`src/rtl/multicycle_control.sv`:
```
// Moore control FSM for the multi-cycle datapath: sequences fetch, decode,
// execute, memory and write-back, and counts retired instructions.
module multicycle_control #(
  parameter int CNT_W = 32
) (
  input  logic             clk,
  input  logic             reset,
  input  logic [5:0]       opcode,
  input  logic             mem_ready,
  output logic             IRWrite,
  output logic             RegWrite,
  output logic             RegDst,
  output logic             MemtoReg,
  output logic             MemRead,
  output logic             MemWrite,
  output logic             IorD,
  output logic             PCWrite,
  output logic             PCWriteCond,
  output logic [1:0]       PCSource,
  output logic [1:0]       ALUOp,
  output logic             ALUSrcA,
  output logic [1:0]       ALUSrcB,
  output logic [3:0]       state,
  output logic             illegal,
  output logic [CNT_W-1:0] retired
);

  localparam logic [5:0] OP_RTYPE = 6'b000000;
  localparam logic [5:0] OP_LW    = 6'b100011;
  localparam logic [5:0] OP_SW    = 6'b101011;
  localparam logic [5:0] OP_BEQ   = 6'b000100;
  localparam logic [5:0] OP_J     = 6'b000010;
  localparam logic [5:0] OP_ADDI  = 6'b001000;

  typedef enum logic [3:0] {
    S_FETCH  = 4'd0,
    S_DECODE = 4'd1,
    S_MEMADR = 4'd2,
    S_MEMRD  = 4'd3,
    S_MEMWB  = 4'd4,
    S_MEMWR  = 4'd5,
    S_EXEC   = 4'd6,
    S_ALUWB  = 4'd7,
    S_BRANCH = 4'd8,
    S_JUMP   = 4'd9,
    S_ADDIEX = 4'd10,
    S_ADDIWB = 4'd11
  } state_t;

  state_t             r_state;
  state_t             w_next;
  logic               r_illegal;
  logic [CNT_W-1:0]   r_retired;
  logic               w_retire;
  logic               w_bad_op;

  logic               w_irwrite, w_regwrite, w_memwrite, w_pcwrite, w_pcwritecond;

  // Next-state and retire/illegal events
  always_comb begin
    w_next   = S_FETCH;
    w_retire = 1'b0;
    w_bad_op = 1'b0;
    case (r_state)
      S_FETCH:  w_next = mem_ready ? S_DECODE : S_FETCH;
      S_DECODE: begin
        case (opcode)
          OP_RTYPE:     w_next = S_EXEC;
          OP_LW, OP_SW: w_next = S_MEMADR;
          OP_BEQ:       w_next = S_BRANCH;
          OP_J:         w_next = S_JUMP;
          OP_ADDI:      w_next = S_ADDIEX;
          default: begin
            w_next   = S_FETCH;
            w_bad_op = 1'b1;
          end
        endcase
      end
      S_MEMADR: w_next = (opcode == OP_LW) ? S_MEMRD : S_MEMWR;
      S_MEMRD:  w_next = mem_ready ? S_MEMWB : S_MEMRD;
      S_MEMWB:  w_retire = 1'b1;
      S_MEMWR: begin
        w_next   = mem_ready ? S_FETCH : S_MEMWR;
        w_retire = mem_ready;
      end
      S_EXEC:   w_next = S_ALUWB;
      S_ALUWB:  w_retire = 1'b1;
      S_BRANCH: w_retire = 1'b1;
      S_JUMP:   w_retire = 1'b1;
      S_ADDIEX: w_next = S_ADDIWB;
      S_ADDIWB: w_retire = 1'b1;
      default:  w_next = S_FETCH;
    endcase
  end

  always_ff @(posedge clk) begin
    if (!reset) begin
      r_state   <= S_FETCH;
      r_illegal <= 1'b0;
      r_retired <= '0;
    end else begin
      r_state <= w_next;
      if (w_bad_op) r_illegal <= 1'b1;
      if (w_retire) r_retired <= r_retired + CNT_W'(1);
    end
  end

  // Moore output decode; only the FETCH strobes look at mem_ready
  always_comb begin
    w_irwrite     = 1'b0;
    w_regwrite    = 1'b0;
    w_memwrite    = 1'b0;
    w_pcwrite     = 1'b0;
    w_pcwritecond = 1'b0;
    RegDst        = 1'b0;
    MemtoReg      = 1'b0;
    MemRead       = 1'b0;
    IorD          = 1'b0;
    PCSource      = 2'b00;
    ALUOp         = 2'b00;
    ALUSrcA       = 1'b0;
    ALUSrcB       = 2'b00;
    case (r_state)
      S_FETCH: begin
        MemRead   = 1'b1;
        ALUSrcB   = 2'b01;
        w_irwrite = mem_ready;
        w_pcwrite = mem_ready;
      end
      S_DECODE: ALUSrcB = 2'b11;
      S_MEMADR: begin
        ALUSrcA = 1'b1;
        ALUSrcB = 2'b10;
      end
      S_MEMRD: begin
        MemRead = 1'b1;
        IorD    = 1'b1;
      end
      S_MEMWB: begin
        w_regwrite = 1'b1;
        MemtoReg   = 1'b1;
      end
      S_MEMWR: begin
        w_memwrite = 1'b1;
        IorD       = 1'b1;
      end
      S_EXEC: begin
        ALUSrcA = 1'b1;
        ALUOp   = 2'b10;
      end
      S_ALUWB: begin
        w_regwrite = 1'b1;
        RegDst     = 1'b1;
      end
      S_BRANCH: begin
        ALUSrcA       = 1'b1;
        ALUOp         = 2'b01;
        w_pcwritecond = 1'b1;
        PCSource      = 2'b01;
      end
      S_JUMP: begin
        w_pcwrite = 1'b1;
        PCSource  = 2'b10;
      end
      S_ADDIEX: begin
        ALUSrcA = 1'b1;
        ALUSrcB = 2'b10;
      end
      S_ADDIWB: w_regwrite = 1'b1;
      default: ;
    endcase
  end

  // Write strobes are suppressed in the cycle reset is held, so an
  // instruction interrupted by reset never commits a partial write.
  assign IRWrite     = w_irwrite     & reset;
  assign RegWrite    = w_regwrite    & reset;
  assign MemWrite    = w_memwrite    & reset;
  assign PCWrite     = w_pcwrite     & reset;
  assign PCWriteCond = w_pcwritecond & reset;

  assign state   = r_state;
  assign illegal = r_illegal;
  assign retired = r_retired;

endmodule

```
`config.mk`:
```
export PLATFORM = sky130hd
export DESIGN_NAME = multicycle_control
export DESIGN_NICKNAME = d
export VERILOG_FILES = /design/src/rtl/multicycle_control.sv
export SDC_FILE = /design/constraint.sdc
export NUM_CORES = 1
export LEC_CHECK = 0
export CAP_MARGIN = 10
export CORE_UTILIZATION = 43
export CTS_CLUSTER_DIAMETER = 30
export DETAILED_ROUTE_END_ITERATION = 10
export PLACE_DENSITY = 0.74
export SETUP_SLACK_MARGIN = 0.05
export SYNTH_ARGS = -nofsm -noshare
export SYNTH_HDL_FRONTEND = slang
export SYNTH_SLANG_ARGS = --single-unit
export TNS_END_PERCENT = 100
```
`constraint.sdc`:
```
create_clock -name clk -period 2.55 [get_ports clk]
set_input_delay 0.255 -clock clk [delete_from_list [all_inputs] [get_ports clk]]
set_output_delay 0.255 -clock clk [all_outputs]
set_load 0.005 [all_outputs]
```
==> results of run 1 <==
[metal layers]
| metal | up-vias | wire, um | GRT usage (%) |
|---|---|---|---|
| met3 | 8 | 286 | 5.63 |
| met5 | - | 0 | 0 |
| li1 | 1111 | - | - |
| met2 | 74 | 2510 | 34.5 |
| met1 | 1050 | 2470 | 29.8 |
| met4 | 0 | 78 | 7.19 |
[cells in the mapped netlist, types with 2 or more instances]
cell | n | area, um2
nand2_1 | 22 | 82.6
o21ai_0 | 17 | 85.1
mux2i_1 | 3 | 30.0
or4_1 | 7 | 52.6
xnor2_1 | 11 | 96.3
buf_2 | 6 | 30.0
inv_1 | 7 | 26.3
nand4_1 | 6 | 37.5
nand3_2 | 2 | 20.0
dfxtp_1 | 37 | 741
nand3_1 | 6 | 30.0
o21a_1 | 2 | 15.0
nand2b_1 | 5 | 31.3
clkbuf_1 | 8 | 30.0
xor2_1 | 5 | 43.8
nor2b_1 | 2 | 12.5
and4_1 | 2 | 17.5
nor3b_1 | 2 | 15.0
a21oi_1 | 27 | 135
nor4_1 | 10 | 62.6
nor3_1 | 14 | 70.1
o31ai_1 | 5 | 37.5
nor2_1 | 28 | 105
or3_1 | 14 | 87.6
and3_1 | 7 | 43.8
[power breakdown]
part / leakage, nW / internal, mW / switching, mW
logic: 0.546 / 0.0408 / 0.0434
registers: 0.298 / 0.580 / 0.00197
clock network: 0.0540 / 0.284 / 0.206
total: 0.899 / 0.905 / 0.251
[registers in the layout, indices dropped and copies added, names as in the netlist]
register / flops
retired: 32
state: 4
illegal: 1
[worst max-delay path by stage]
stage               slack [ns]     endpoint  depth (start not counted)
global placement          0.20  retired[31]                          6
CTS                       0.25   ALUSrcB[1]                          5
detailed placement        0.17  retired[31]                          6
finish                    0.21   ALUSrcB[1]                          5
global route              0.13     RegWrite                          5
floorplan                 0.46  retired[31]                          7
[stage by stage]
stage | area, um2 | hold WS, ns
floorplan | 2070 | 0.373
global placement | 2760 | 0.455
detailed placement | 2760 | 0.463
CTS | 2870 | 0.479
global route | 2870 | 0.493
finish | 2870 | 0.473
[critical path, cell delays in order (launching register included)]
cell and delay (ns):
dfxtp_1 0.35, buf_4 0.23, nor2b_1 0.49, a21oi_1 0.09, nor2_1 0.11, clkdlybuf4s50_1 0.52
[logic make-up after synthesis]
family | count (synthesis)
multiplexers | 3
AO/OA/AOI/OAI | 59
AND/OR/NAND/NOR | 132
buffers and inverters | 24
XOR/XNOR | 16
adder cells (fa/ha/maj) | 1
flip-flops | 37
[cell type report]
type / instances / area share (%)
clock inverters: 2 / 1.22
inverters: 8 / 1.05
repair buffers: 72 / 24.2
well taps: 52 / 2.27
flip-flops and latches: 37 / 25.9
clock buffers: 5 / 2.40
multi-input cells: 211 / 43.0
==> flow_metrics.tcl, run 1 <==
set metrics [dict create \
    overflow 0 \
    multi_input_comb_area_um2 1230 \
    setup_ws_ns 0.208 \
    fmax_mhz 427 \
    cp_data_required_time_ns 2.30 \
    synth_compound_area_share_pct 16.5 \
    drtIter0Drc 153 \
    htreeDepth 2 \
    syn2layout_area_growth_pct 38.1 \
    globalRouteTotalUtil_pct 22.0 \
    synth_edf_count 0 \
    synth_nets 282 \
    cts_hold_repair.buffers 0 \
    drt_first_pass_iters 4 \
    synth_top_family_by_area "simple AND/OR/NAND/NOR gates" \
    die-area_um2 5110 \
    layout_worst_path_cycle_share_pct 91.8 \
    yosysUniqueCellTypes 42 \
    core-area_um2 4500 \
    cts_tree "built" \
    finalSetupTns_ns 0 \
    worst_setup_path_end_kind "output pin" \
    synth_xor_area_share_pct 6.76 \
    utilization_pct 63.6 \
    clkSlewWorstSetupHoldPaths_ns 0.07 \
    fillers 424 \
    clk_path_buf_depth 2 \
    synth_simple_gate_area_share_pct 34.1 \
    setup_viol 0 \
    antenna_found_initial 0 \
    clock_latency_ns 0.29 \
    yosysSeqAreaShare_pct 35.7 \
    ys_async_sr_fraction_pct 0 \
    worstRegToRegCells 5 \
    hold_path_class "flip-flop to flip-flop" \
    status "completed" \
    drv_slew 0 \
    min-delay-start "illegal" \
    vias 2243 \
    die_height_um 71.5 \
    finalPower_mw 1.16 \
    period_needed_ns 2.34 \
    p_leak_nw 0.899 \
    seq_area_um2 741 \
    fp.dieW_um 71.5 \
    final_cell_mix "61 x clkdlybuf4s50_1, 37 x dfxtp_1, 28 x nor2_1" \
    reg2reg_to "retired[31]" \
    drc 0 \
    antenna_cells 0 \
    numCtsBuffers 5 \
    critPathKind "flip-flop to output pin" \
    hold_viol 0 \
    viasPerCell 5.80 \
    relSlewSlack_pct 52.3 \
    yosysWarnings 0 \
    ant_nets 0 \
    synth_area_per_cell_um2 7.63 \
    syn_area_um2 2070 \
    grt_pass1_wl_um 8820 \
    reg2reg_slack_ns 0.32 \
    rsz0062_at_grt "false" \
    syn-instance-count 272 \
    ys_ff_latch 37 \
    worstSetupStartpointType "flip-flop" \
    initial_utilization_pct 46.1 \
    pin_count 62 \
    drt-total-wl_um 5340 \
    synthAdderAreaFrac_pct 0.603 \
    tightestPinTransition_ns 0.714 \
    post_cts_buffers 0 \
    instances_no_fill 387 \
    row_count 24 \
    preCtsSetupSlack_ns 0.168 \
    critPathLaunch "state[1]" \
    yosys_most_used_dff "dfxtp_1" \
    dp_hpwl_um 3920 \
    maxCapViolCount 0 \
    layout_commonest_cell "clkdlybuf4s50_1" \
    final_nets 345 \
    avgRoutedWirePerCell_um 13.8 \
    worstPathArrival_ns 2.09 \
    cts.sinks 37 \
    hold_depth 1 \
    synth.area.mux_share_pct 1.45 \
    crit_fanout 18 \
    power_density_nw_per_um2 404 \
    place.port_buffers 61 \
    r2r-start "retired[8]" \
    grt_pass1_vias 1857 \
    placed_cells 380 \
    min_to "illegal" \
    ir_drop_mv 0.197 \
    grt_max_degree 33 \
    cts_root_buf "clkbuf_8" \
    drive_gt1_share_pct 6.57 \
    place_congestion 0.799 \
    cts.repair.resized 0 \
    finalClockSkew_ns 0.00574 \
]
Power figures use the tool's default switching activity.
==> run 2: changes to the inputs <==
Settings changed: CAP_MARGIN 10 to unset.
==> results of run 2 <==
The final DEF is identical to that of run 1; final timing and power are the same.
